File: src/rtl/fivesons_pkg.sv
// Shared FiveSons definitions: board geometry, cell/status encodings, display colours.
package fivesons_pkg;

    localparam int BOARD_SIDE = 16;
    localparam int CELL_BITS  = 2;
    localparam int BOARD_BITS = BOARD_SIDE * BOARD_SIDE * CELL_BITS;

    localparam logic [1:0] CELL_EMPTY = 2'b11;
    localparam logic [1:0] CELL_A     = 2'b01;
    localparam logic [1:0] CELL_B     = 2'b10;
    localparam logic [1:0] CELL_RSVD  = 2'b00;

    typedef enum logic [1:0] {
        ST_IDLE    = 2'b00,
        ST_A_WON   = 2'b01,
        ST_PLAYING = 2'b10,
        ST_B_WON   = 2'b11
    } game_status_e;

    localparam logic [2:0] COL_CURSOR     = 3'b100;
    localparam logic [2:0] COL_STONE_A    = 3'b111;
    localparam logic [2:0] COL_STONE_B    = 3'b000;
    localparam logic [2:0] COL_RSVD       = 3'b101;
    localparam logic [2:0] COL_EMPTY_PLAY = 3'b110;
    localparam logic [2:0] COL_EMPTY_AWON = 3'b010;
    localparam logic [2:0] COL_EMPTY_BWON = 3'b011;
    localparam logic [2:0] COL_EMPTY_IDLE = 3'b001;

    // Bit offset of cell (cx,cy) inside the board word: cx*2 + cy*32.
    function automatic logic [8:0] cell_offset(input logic [3:0] cx, input logic [3:0] cy);
        return {cy, cx, 1'b0};
    endfunction

endpackage

File: src/rtl/board_renderer_if.sv
// Pixel-plot link between the board renderer and the VGA adapter frame buffer.
interface board_renderer_if;
    logic       plot;
    logic       plot_ready;
    logic [7:0] x;
    logic [6:0] y;
    logic [2:0] colour;
    logic       frame_done;

    modport master (output plot, x, y, colour, frame_done, input plot_ready);
    modport slave  (input plot, x, y, colour, frame_done, output plot_ready);
endinterface

File: src/rtl/cell_colour_lut.sv
// Maps a cell code, game status and cursor-border flag to a 3-bit RGB colour.
module cell_colour_lut
    import fivesons_pkg::*;
(
    input  logic [1:0] cell_i,
    input  logic [1:0] status_i,
    input  logic       cursor_border_i,
    output logic [2:0] colour_o
);

    always_comb begin
        colour_o = COL_RSVD;
        if (cursor_border_i) begin
            colour_o = COL_CURSOR;
        end else begin
            case (cell_i)
                CELL_EMPTY: begin
                    case (status_i)
                        ST_PLAYING: colour_o = COL_EMPTY_PLAY;
                        ST_A_WON:   colour_o = COL_EMPTY_AWON;
                        ST_B_WON:   colour_o = COL_EMPTY_BWON;
                        default:    colour_o = COL_EMPTY_IDLE;
                    endcase
                end
                CELL_A:  colour_o = COL_STONE_A;
                CELL_B:  colour_o = COL_STONE_B;
                default: colour_o = COL_RSVD;
            endcase
        end
    end

endmodule

File: src/rtl/board_renderer.sv
// Serialises a snapshot of the gomoku board into pixel-plot requests, one frame per snapshot.
module board_renderer
    import fivesons_pkg::*;
#(
    parameter int CELL_PX  = 7,
    parameter int ORIGIN_X = 24,
    parameter int ORIGIN_Y = 4
) (
    input  logic                  Clck,
    input  logic                  Reset,
    input  logic                  enable,
    input  logic [BOARD_BITS-1:0] board,
    input  logic [1:0]            gaming_status,
    input  logic [3:0]            pointer_loc_x,
    input  logic [3:0]            pointer_loc_y,
    board_renderer_if.master      vga
);

    localparam int PW = (CELL_PX > 1) ? $clog2(CELL_PX) : 1;
    localparam logic [PW-1:0] PX_MAX = PW'(CELL_PX - 1);

    typedef enum logic [1:0] {IDLE, SNAP, DRAW, DONE} state_e;

    state_e                state_q, state_d;
    logic [BOARD_BITS-1:0] board_q, board_d;
    logic [1:0]            status_q, status_d;
    logic [3:0]            ptr_x_q, ptr_x_d, ptr_y_q, ptr_y_d;
    logic [PW-1:0]         px_q, px_d, py_q, py_d;
    logic [3:0]            cx_q, cx_d, cy_q, cy_d;
    logic                  plot_q, plot_d, frame_done_q, frame_done_d;
    logic [7:0]            x_q, x_d;
    logic [6:0]            y_q, y_d;
    logic [2:0]            colour_q, colour_d;
    logic                  load_pix, cursor_border;
    logic [2:0]            lut_colour;

    // Colour of the pixel about to be presented; board_d is the live input during
    // SNAP and the snapshot otherwise, so the first pixel needs no extra cycle.
    assign cursor_border = (cx_d == ptr_x_d) && (cy_d == ptr_y_d) &&
                           ((px_d == '0) || (px_d == PX_MAX) || (py_d == '0) || (py_d == PX_MAX));

    cell_colour_lut u_lut (
        .cell_i          (board_d[cell_offset(cx_d, cy_d) +: CELL_BITS]),
        .status_i        (status_d),
        .cursor_border_i (cursor_border),
        .colour_o        (lut_colour)
    );

    always_comb begin
        state_d  = state_q;
        board_d  = board_q;
        status_d = status_q;
        ptr_x_d  = ptr_x_q;
        ptr_y_d  = ptr_y_q;
        px_d     = px_q;
        py_d     = py_q;
        cx_d     = cx_q;
        cy_d     = cy_q;
        load_pix = 1'b0;
        case (state_q)
            IDLE: if (enable) state_d = SNAP;
            SNAP: begin
                board_d  = board;
                status_d = gaming_status;
                ptr_x_d  = pointer_loc_x;
                ptr_y_d  = pointer_loc_y;
                px_d     = '0;
                py_d     = '0;
                cx_d     = '0;
                cy_d     = '0;
                load_pix = 1'b1;
                state_d  = DRAW;
            end
            DRAW: begin
                if (plot_q && vga.plot_ready) begin
                    if (px_q == PX_MAX && py_q == PX_MAX && cx_q == 4'hF && cy_q == 4'hF) begin
                        state_d = DONE;
                    end else begin
                        load_pix = 1'b1;
                        if (px_q != PX_MAX) begin
                            px_d = px_q + 1'b1;
                        end else begin
                            px_d = '0;
                            if (py_q != PX_MAX) begin
                                py_d = py_q + 1'b1;
                            end else begin
                                py_d = '0;
                                cx_d = cx_q + 4'd1;
                                if (cx_q == 4'hF) cy_d = cy_q + 4'd1;
                            end
                        end
                    end
                end
            end
            DONE: state_d = enable ? SNAP : IDLE;
            default: state_d = IDLE;
        endcase

        plot_d       = (state_d == DRAW);
        frame_done_d = (state_d == DONE);
        x_d          = x_q;
        y_d          = y_q;
        colour_d     = colour_q;
        if (load_pix) begin
            x_d      = 8'(9'(ORIGIN_X) + 9'(cx_d) * 9'(CELL_PX) + 9'(px_d));
            y_d      = 7'(9'(ORIGIN_Y) + 9'(cy_d) * 9'(CELL_PX) + 9'(py_d));
            colour_d = lut_colour;
        end
    end

    always_ff @(posedge Clck or negedge Reset) begin
        if (!Reset) begin
            state_q      <= IDLE;
            board_q      <= '0;
            status_q     <= '0;
            ptr_x_q      <= '0;
            ptr_y_q      <= '0;
            px_q         <= '0;
            py_q         <= '0;
            cx_q         <= '0;
            cy_q         <= '0;
            plot_q       <= 1'b0;
            frame_done_q <= 1'b0;
            x_q          <= '0;
            y_q          <= '0;
            colour_q     <= '0;
        end else begin
            state_q      <= state_d;
            board_q      <= board_d;
            status_q     <= status_d;
            ptr_x_q      <= ptr_x_d;
            ptr_y_q      <= ptr_y_d;
            px_q         <= px_d;
            py_q         <= py_d;
            cx_q         <= cx_d;
            cy_q         <= cy_d;
            plot_q       <= plot_d;
            frame_done_q <= frame_done_d;
            x_q          <= x_d;
            y_q          <= y_d;
            colour_q     <= colour_d;
        end
    end

    assign vga.plot       = plot_q;
    assign vga.frame_done = frame_done_q;
    assign vga.x          = x_q;
    assign vga.y          = y_q;
    assign vga.colour     = colour_q;

endmodule
File: src/flat_wrapper.sv
// flat-port wrapper written by rule: the top's interface ports become plain ports
module board_renderer_flat import fivesons_pkg::*;
#(
    parameter int CELL_PX  = 7,
    parameter int ORIGIN_X = 24,
    parameter int ORIGIN_Y = 4
)
  (Clck, Reset, enable, board, gaming_status, pointer_loc_x, pointer_loc_y, vga_plot, vga_x, vga_y, vga_colour, vga_frame_done, vga_plot_ready);
  board_renderer_if vga_i ();
  input  logic Clck;
  input  logic Reset;
  input  logic enable;
  input  logic [BOARD_BITS-1:0] board;
  input  logic [1:0] gaming_status;
  input  logic [3:0] pointer_loc_x;
  input  logic [3:0] pointer_loc_y;
  output wire logic [$bits(vga_i.plot)-1:0] vga_plot;
  output wire logic [$bits(vga_i.x)-1:0] vga_x;
  output wire logic [$bits(vga_i.y)-1:0] vga_y;
  output wire logic [$bits(vga_i.colour)-1:0] vga_colour;
  output wire logic [$bits(vga_i.frame_done)-1:0] vga_frame_done;
  input wire logic [$bits(vga_i.plot_ready)-1:0] vga_plot_ready;
  assign vga_plot = vga_i.plot;
  assign vga_x = vga_i.x;
  assign vga_y = vga_i.y;
  assign vga_colour = vga_i.colour;
  assign vga_frame_done = vga_i.frame_done;
  assign vga_i.plot_ready = vga_plot_ready;
  board_renderer #(.CELL_PX(CELL_PX), .ORIGIN_X(ORIGIN_X), .ORIGIN_Y(ORIGIN_Y)) u_core (.Clck(Clck), .Reset(Reset), .enable(enable), .board(board), .gaming_status(gaming_status), .pointer_loc_x(pointer_loc_x), .pointer_loc_y(pointer_loc_y), .vga(vga_i));
endmodule
File: config.mk
export PLATFORM = sky130hd
export DESIGN_NAME = board_renderer_flat
export DESIGN_NICKNAME = d
export VERILOG_FILES = /design/src/rtl/fivesons_pkg.sv /design/src/rtl/board_renderer_if.sv /design/src/rtl/cell_colour_lut.sv /design/src/rtl/board_renderer.sv /design/src/flat_wrapper.sv
export SDC_FILE = /design/constraint.sdc
export NUM_CORES = 2
export LEC_CHECK = 0
export CAP_MARGIN = 10
export CORE_ASPECT_RATIO = 1.25
export CORE_UTILIZATION = 50
export DETAILED_ROUTE_END_ITERATION = 12
export PLACE_DENSITY = 0.77
export SLEW_MARGIN = 20
export SYNTH_ARGS = -nofsm -noshare
export SYNTH_HDL_FRONTEND = slang
export SYNTH_SLANG_ARGS = --single-unit
export TNS_END_PERCENT = 1
File: constraint.sdc
create_clock -name Clck -period 7.4 [get_ports Clck]
set_input_delay 1.48 -clock Clck [delete_from_list [all_inputs] [get_ports Clck]]
set_output_delay 1.48 -clock Clck [all_outputs]
set_load 0.01 [all_outputs]
* Word level (Yosys, flattened, before mapping) *
Index checks and enable logic that the tools add are counted.

operators by class
  $add $sub $neg = 8
  multipliers = 2
  div/mod/pow operators = 0
  magnitude comparators = 0
  equal/unequal tests = 21
  shift-type cells = 1
  mux-type cells = 35
  bitwise operators = 0
  reduce and logical (&&, ||, !) cells = 12

operators by type and width
  kind                                                                    number
  512-bit two-way mux                                                     1
  512-bit by 10-bit indexed part select with 2-bit output                 1
  4-bit two-way mux                                                       11
  3-bit two-way mux                                                       8
  3-bit case mux with 3 select lines                                      2
  2-bit equality test (second input constant)                             8
  4-bit case mux with 2 select lines                                      2
  4-bit by 3-bit multiplier with 7-bit output (second input constant)     2
  3-bit equality test (second input constant)                             4
  3-bit case mux with 2 select lines                                      2
  4-bit by 1-bit adder with 4-bit output (second input constant)          2
  5-bit by 7-bit adder with 8-bit output (first input constant)           1
  8-bit by 3-bit adder with 8-bit output                                  1
  4-bit equality test                                                     2
  4-bit equality test (second input constant)                             2
  2-bit two-way mux                                                       4
  2-bit case mux with 4 select lines                                      1
  3-bit by 7-bit adder with 7-bit output (first input constant)           1
  7-bit by 3-bit adder with 7-bit output                                  1
  3-bit by 1-bit adder with 3-bit output (second input constant)          2
  2-bit by 1-bit equality test with 1-bit output (second input constant)  3
  1-bit logical AND                                                       6
  3-bit zero test                                                         2
  3-bit inequality test (second input constant)                           2
  4 further kinds                                                         8

storage, ports and cells
  bits in registers = 558
  latch bits = 0
  memory bits (writable) = 0
  ROM bits = 0
  input port bits = 526
  output and inout port bits = 20
  logic and storage cells = 93
  memories kept = 0

* Longest topological paths before layout *
  depth after elaboration = 13
  mapped depth = 21
  depth with buffers taken out = 20

* By module *
From an unflattened synthesis, not the netlist that was laid out.

second synthesis, totals
  cell total of the unflattened synthesis = 2,146
  area, all modules = 26,950.8 um^2

by module, submodules not included
  module           instances  cells each  area an instance (um^2)  sequential area each (um^2)
  board_renderer   1          2,136       26,875.8                 13,963.4
  cell_colour_lut  1          10          75.1                     0.0

* Least setup slack after synthesis *
OpenSTA, ideal clock, no wires.

  path kind = input to register
  start point = input port vga_plot_ready
  end point = register u_core.x_q[6] (netlist: u_core.vga.x[6])
  setup time = 0.136 ns
  data arrival time = 4.973 ns
  data required time = 7.264 ns
  slack = 2.291 ns
  cell stages on the path = 18
  path buffers = 3
  cell sequence = nand4_1 > nor2_4 > nand4_1 > nand2_2 > inv_2 > buf_2 > buf_2 > buf_2 > fa_1 > inv_1 > fa_1 > ha_1 > a21o_1 > a21o_1 > a21o_1 > a21oi_1 > xor2_1 > o21ai_0

between the ends
  word-level cells in the longest chain between the ends = 6
  elaborated cells on any way between the ends = 10
  those cells by class = 2 x add/sub; 1 x mul; 6 x mux; 1 x reduce/logical

RTL lines
  what                                         line                   text
  from (decl)                                  flat_wrapper.sv:22     input wire logic [$bits(vga_i.plot_ready)-1:0] vga_plot_ready;
  1-bit logical AND *                          board_renderer.sv:75   if (plot_q && vga.plot_ready) begin
  4-bit two-way mux                            board_renderer.sv:75
  4-bit case mux with 2 select lines           board_renderer.sv:60   case (state_q)
  4-bit by 3-bit multiplier with 7-bit output  board_renderer.sv:105  x_d = 8'(9'(ORIGIN_X) + 9'(cx_d) * 9'(CELL_PX) + 9'(px_d));
  5-bit by 7-bit adder with 8-bit output       board_renderer.sv:105
  8-bit by 3-bit adder with 8-bit output       board_renderer.sv:105
  to (signal assigned)                         board_renderer.sv:124  x_q <= '0;
  to (signal assigned)                         board_renderer.sv:139  x_q <= x_d;
  to (decl)                                    board_renderer.sv:31   logic [7:0] x_q, x_d;

Every way passes the cells marked *; elsewhere a longest branch is shown, timed or not.
A chain may end at the register's enable or synchronous reset.

* Worst setup path after layout *
  start point = register u_core.state_q[0]
  end point = register u_core.colour_q[0] (netlist: u_core.vga.colour[0])

between the ends
  word-level cells in the longest chain between the ends = 8
  elaborated cells on any way between the ends = 32
  those cells by class = 12 x eq/ne; 1 x shift; 12 x mux; 7 x reduce/logical

RTL lines
  what                                                                                             line                   text
  from (decl)                                                                                      board_renderer.sv:24   state_e state_q, state_d;
  from (signal assigned)                                                                           board_renderer.sv:128  state_q <= state_d;
  branches (longest 8 deep; another with 512-bit by 10-bit indexed part select with 2-bit output)  --
  to (signal assigned)                                                                             board_renderer.sv:141  colour_q <= colour_d;
  to (decl)                                                                                        board_renderer.sv:33   logic [2:0] colour_q, colour_d;

Parallel ways; which one is timed is not known.

==> impl_metrics.py <==
metrics = {
    "status": {
        "status": "complete, no violations",
    },
    "clock_tree": {
        "ctsHtreeMaxLevel": 2,
        "clock_path_buffers": 3,
        "cts_tree": "done",
        "cts.sinks": 558,
        "clkLatencyLatePin_ns": 0.63,
        "clkTransAtPathRegs_ns": 0.07,
        "post-cts-setup-buffers": 0,
        "cts_made_buffers": 56,
        "cts_resized": 0,
        "cts_root_buf": "clkbuf_16",
        "hold_buffers": 0,
    },
    "logic_synthesis": {
        "synth-edff-count": 0,
        "ys_ff_latch": 558,
        "synth_area_sq_mm": 0.0283,
        "synthTopCellsByCount": "558 x dfrtp_1, 490 x mux2_2, 192 x a21oi_1, 138 x mux2i_1, 112 x nor2_1",
        "ys_top_cells_by_area": "dfrtp_1 49%, mux2_2 19%, mux2i_1 4.9%",
        "yosys_warnings": 0,
        "synthCells": 2451,
        "avgSynthCellArea_sq_um": 11.6,
        "yosysMostFrequentCell": "dfrtp_1",
        "synth-main-ff-cell": "dfrtp_1",
        "yosysTopAreaCellShare_pct": 49.3,
        "synth.net_count": 3025,
        "async_flop_share_pct": 100,
        "yosysSeqAreaShare_pct": 49.3,
        "ys_types": 91,
        "yosysTopAreaCell": "dfrtp_1",
    },
    "setup_path": {
        "path_cells": "inv_1 -> ha_1 -> nand2_1 -> nor2_1 -> nand3_1 -> nand2_4 -> inv_8 -> nand3_1 -> a211oi_1 -> nor4_1 -> o21ai_0 -> nand4_1 -> o31a_1 -> nand3_1 -> a221o_1",
        "rrSetupSlack_ns": 1.74,
        "cp_num_buf_inv": 2,
        "rr_worst_depth": 15,
        "critical-path-top-delay-family": "simple AND/OR/NAND/NOR gates",
        "cp_slowest_stage_delay_ns": 0.87,
        "critPathCaptureType": "flop",
        "cp.arrival_ns": 6.18,
        "crit_slowest_cell": "ha_1",
        "required_ns": 7.91,
        "crit_path_start_kind": "flop",
        "cp_common_cell": "nand3_1",
        "path_class": "flop to flop",
        "r2r-start": "u_core.state_q[0]",
        "path_max_fanout": 46,
        "rr_endpoint": "u_core.vga.colour[0]",
    },
    "power": {
        "clockPowerShare_pct": 39.1,
        "ir_drop_uv": 187,
        "total_power_mw": 7.56,
        "p_seq_share_pct": 41.6,
        "power_density_mw_per_mm2": 208,
        "sw_frac_of_total_pct": 28.7,
        "power_switching_mw": 2.17,
        "comb_power_share_pct": 19.3,
        "power.leakage_nw": 16.8,
        "cell_internal_pwr_mw": 5.39,
    },
    "global_routing": {
        "gr-usage-met1_pct": 43.3,
        "grt_pass1_vias": 23500,
        "grt_usage_pct": 36.0,
        "grt_pass1_wl_um": 153000,
        "overflow": 0,
        "grt_use_met3_pct": 7.72,
        "grt_use_met2_pct": 59.3,
        "grt_antenna_before_repair": 39,
        "busiest_layer": "met2",
        "grt_max_degree": 184,
    },
    "sta": {
        "holdWs_ns": 0.489,
        "setup_viol": 0,
        "setup_ws_ns": 1.74,
        "min_period_ns": 5.66,
        "maxSlewViolCount": 0,
        "post-route-period-util_pct": 76.6,
        "finalHoldViolCount": 0,
        "rsz0062_at_grt": "false",
        "fin_skew_ns": 0.0212,
        "tightestPinTransition_ns": 1.14,
        "relSlewSlack_pct": 23.7,
        "final.setup.tns_ns": 0,
        "max_freq_mhz": 177,
    },
    "route": {
        "antenna_left": 0,
        "drcViolationCount": 0,
        "routedWlPerCell_um": 28.1,
        "wirelength_um": 105000,
        "post_drt_via_cell_ratio": 6.07,
        "dr.pass1.iters": 7,
        "drtIter0Drc": 2132,
        "num_vias": 22700,
    },
    "placement": {
        "gp_congestion": 0.965,
        "placed_area_sq_mm": 0.0344,
        "placed_cells": 3616,
        "place_ws_ns": 1.37,
        "io_buffers": 545,
        "hpwlAfterDp_um": 77200,
    },
    "die": {
        "fp.dieH_um": 268,
        "core_area_sq_mm": 0.0561,
        "die_x_um": 215,
        "start_util_pct": 50.5,
        "die_area_sq_mm": 0.0576,
        "row_count": 97,
        "io_pins": 546,
    },
    "worst_hold_path": {
        "whs_path_depth": 2,
        "hold_end": "u_core.vga.y[2]",
        "hold_start": "u_core.vga.y[2]",
        "hold_path_class": "flop to flop",
    },
    "run": {
        "maxCapViolations": 0,
    },
    "final_layout": {
        "syn2layout_area_growth_pct": 28.4,
        "drive_gt1_share_pct": 22.6,
        "nets": 3507,
        "stdcell_area_sq_mm": 0.0364,
        "final_util_pct": 64.9,
        "finalNonFillerCells": 3745,
    },
}
==> power groups by stage <==
stage          registers [mW]  logic (mW)  clock network, mW
6_report                 3.15        1.46               2.95
5_1_grt                  3.15        1.57               3.09
4_1_cts                  3.14        1.44               2.97
3_5_place_dp             3.20        1.44                  0
3_3_place_gp             3.20        1.42                  0
2_1_floorplan            3.18       0.769                  0
==> metal layers <==
| layer | vias up | share of wire, % |
|---|---|---|
| li1 | 9893 | - |
| met1 | 11400 | 38 |
| met2 | 1130 | 48 |
| met3 | 309 | 7.6 |
| met4 | 22 | 6.4 |
| met5 | - | 0.14 |
==> state kept, by name, indices dropped and copies added (netlist names) <==
signal / count
u_core.ptr_y_q: 4
u_core.vga.colour: 3
u_core.vga.y: 7
u_core.state_q: 2
u_core.ptr_x_q: 4
u_core.cy_q: 4
u_core.board_q: 512
u_core.px_q: 3
u_core.vga.plot: 1
u_core.vga.x: 8
u_core.status_q: 2
u_core.vga.frame_done: 1
u_core.py_q: 3
u_core.cx_q: 4
==> tightest hold or removal path, cell delays in order, from the launching register on <==
cell and delay (ns):
dfrtp_1 0.35, nand2_1 0.05, nand2_1 0.06
==> placed cells by master, fill, tap and decap left out, types with 12 or more instances in the layout <==
cell             synthesis  final
a31oi_1                 15     15
o211ai_1                35     35
buf_4                   10     40
a211oi_1                54     54
clkinv_2                 0     13
nand2_1                108    105
nor4_1                  13     13
mux2_2                 490    490
a21o_1                  22     22
o21ai_0                105    105
o22ai_1                 14     14
ha_1                    38     37
clkbuf_16                0     57
diode_2                  0     28
clkdlybuf4s50_1          0    544
nand3_1                 33     33
nor3_1                  44     44
inv_1                   66     65
dfrtp_1                558    558
clkbuf_8                 0     14
a21oi_1                192    191
mux2i_1                138    137
o31ai_1                 12     12
nor2b_1                 26     26
nor2_1                 112    112
==> worst max path at each step <==
stage | startpoint | to | cells after the start
global route | u_core.state_q[0] | u_core.vga.x[6] | 18
detailed placement | vga_plot_ready | u_core.vga.colour[0] | 14
global placement | vga_plot_ready | u_core.vga.colour[0] | 14
CTS | u_core.state_q[0] | u_core.vga.colour[0] | 15
floorplan | vga_plot_ready | u_core.vga.x[6] | 18
finish | u_core.state_q[0] | u_core.vga.colour[0] | 15
==> area by class of cell <==
cell class / instances / area, sq um
flip-flops and latches: 558 / 14000
clock buffers: 80 / 1650
repair buffers: 592 / 5910
diodes: 28 / 70.1
well taps: 742 / 928
inverters: 73 / 289
fillers: 4381 / 19700
multi-input cells: 1652 / 13300
clock inverters: 20 / 223
==> cells by family (layout without fill, tap and decap cells) <==
logic type	count (synthesis)	in the layout	share of synthesized area (%)
buffers and inverters	241	765	3.90
muxes	630	630	24.5
xor gates and xnor gates	17	17	0.525
other	0	28	0
AOI/OAI and AO/OA	543	543	12.2
adders and majority gates	48	48	2.38
and+or+nand+nor	414	414	7.22
DFF	558	558	49.3
Note: power is estimated with default switching activity, not from simulation.
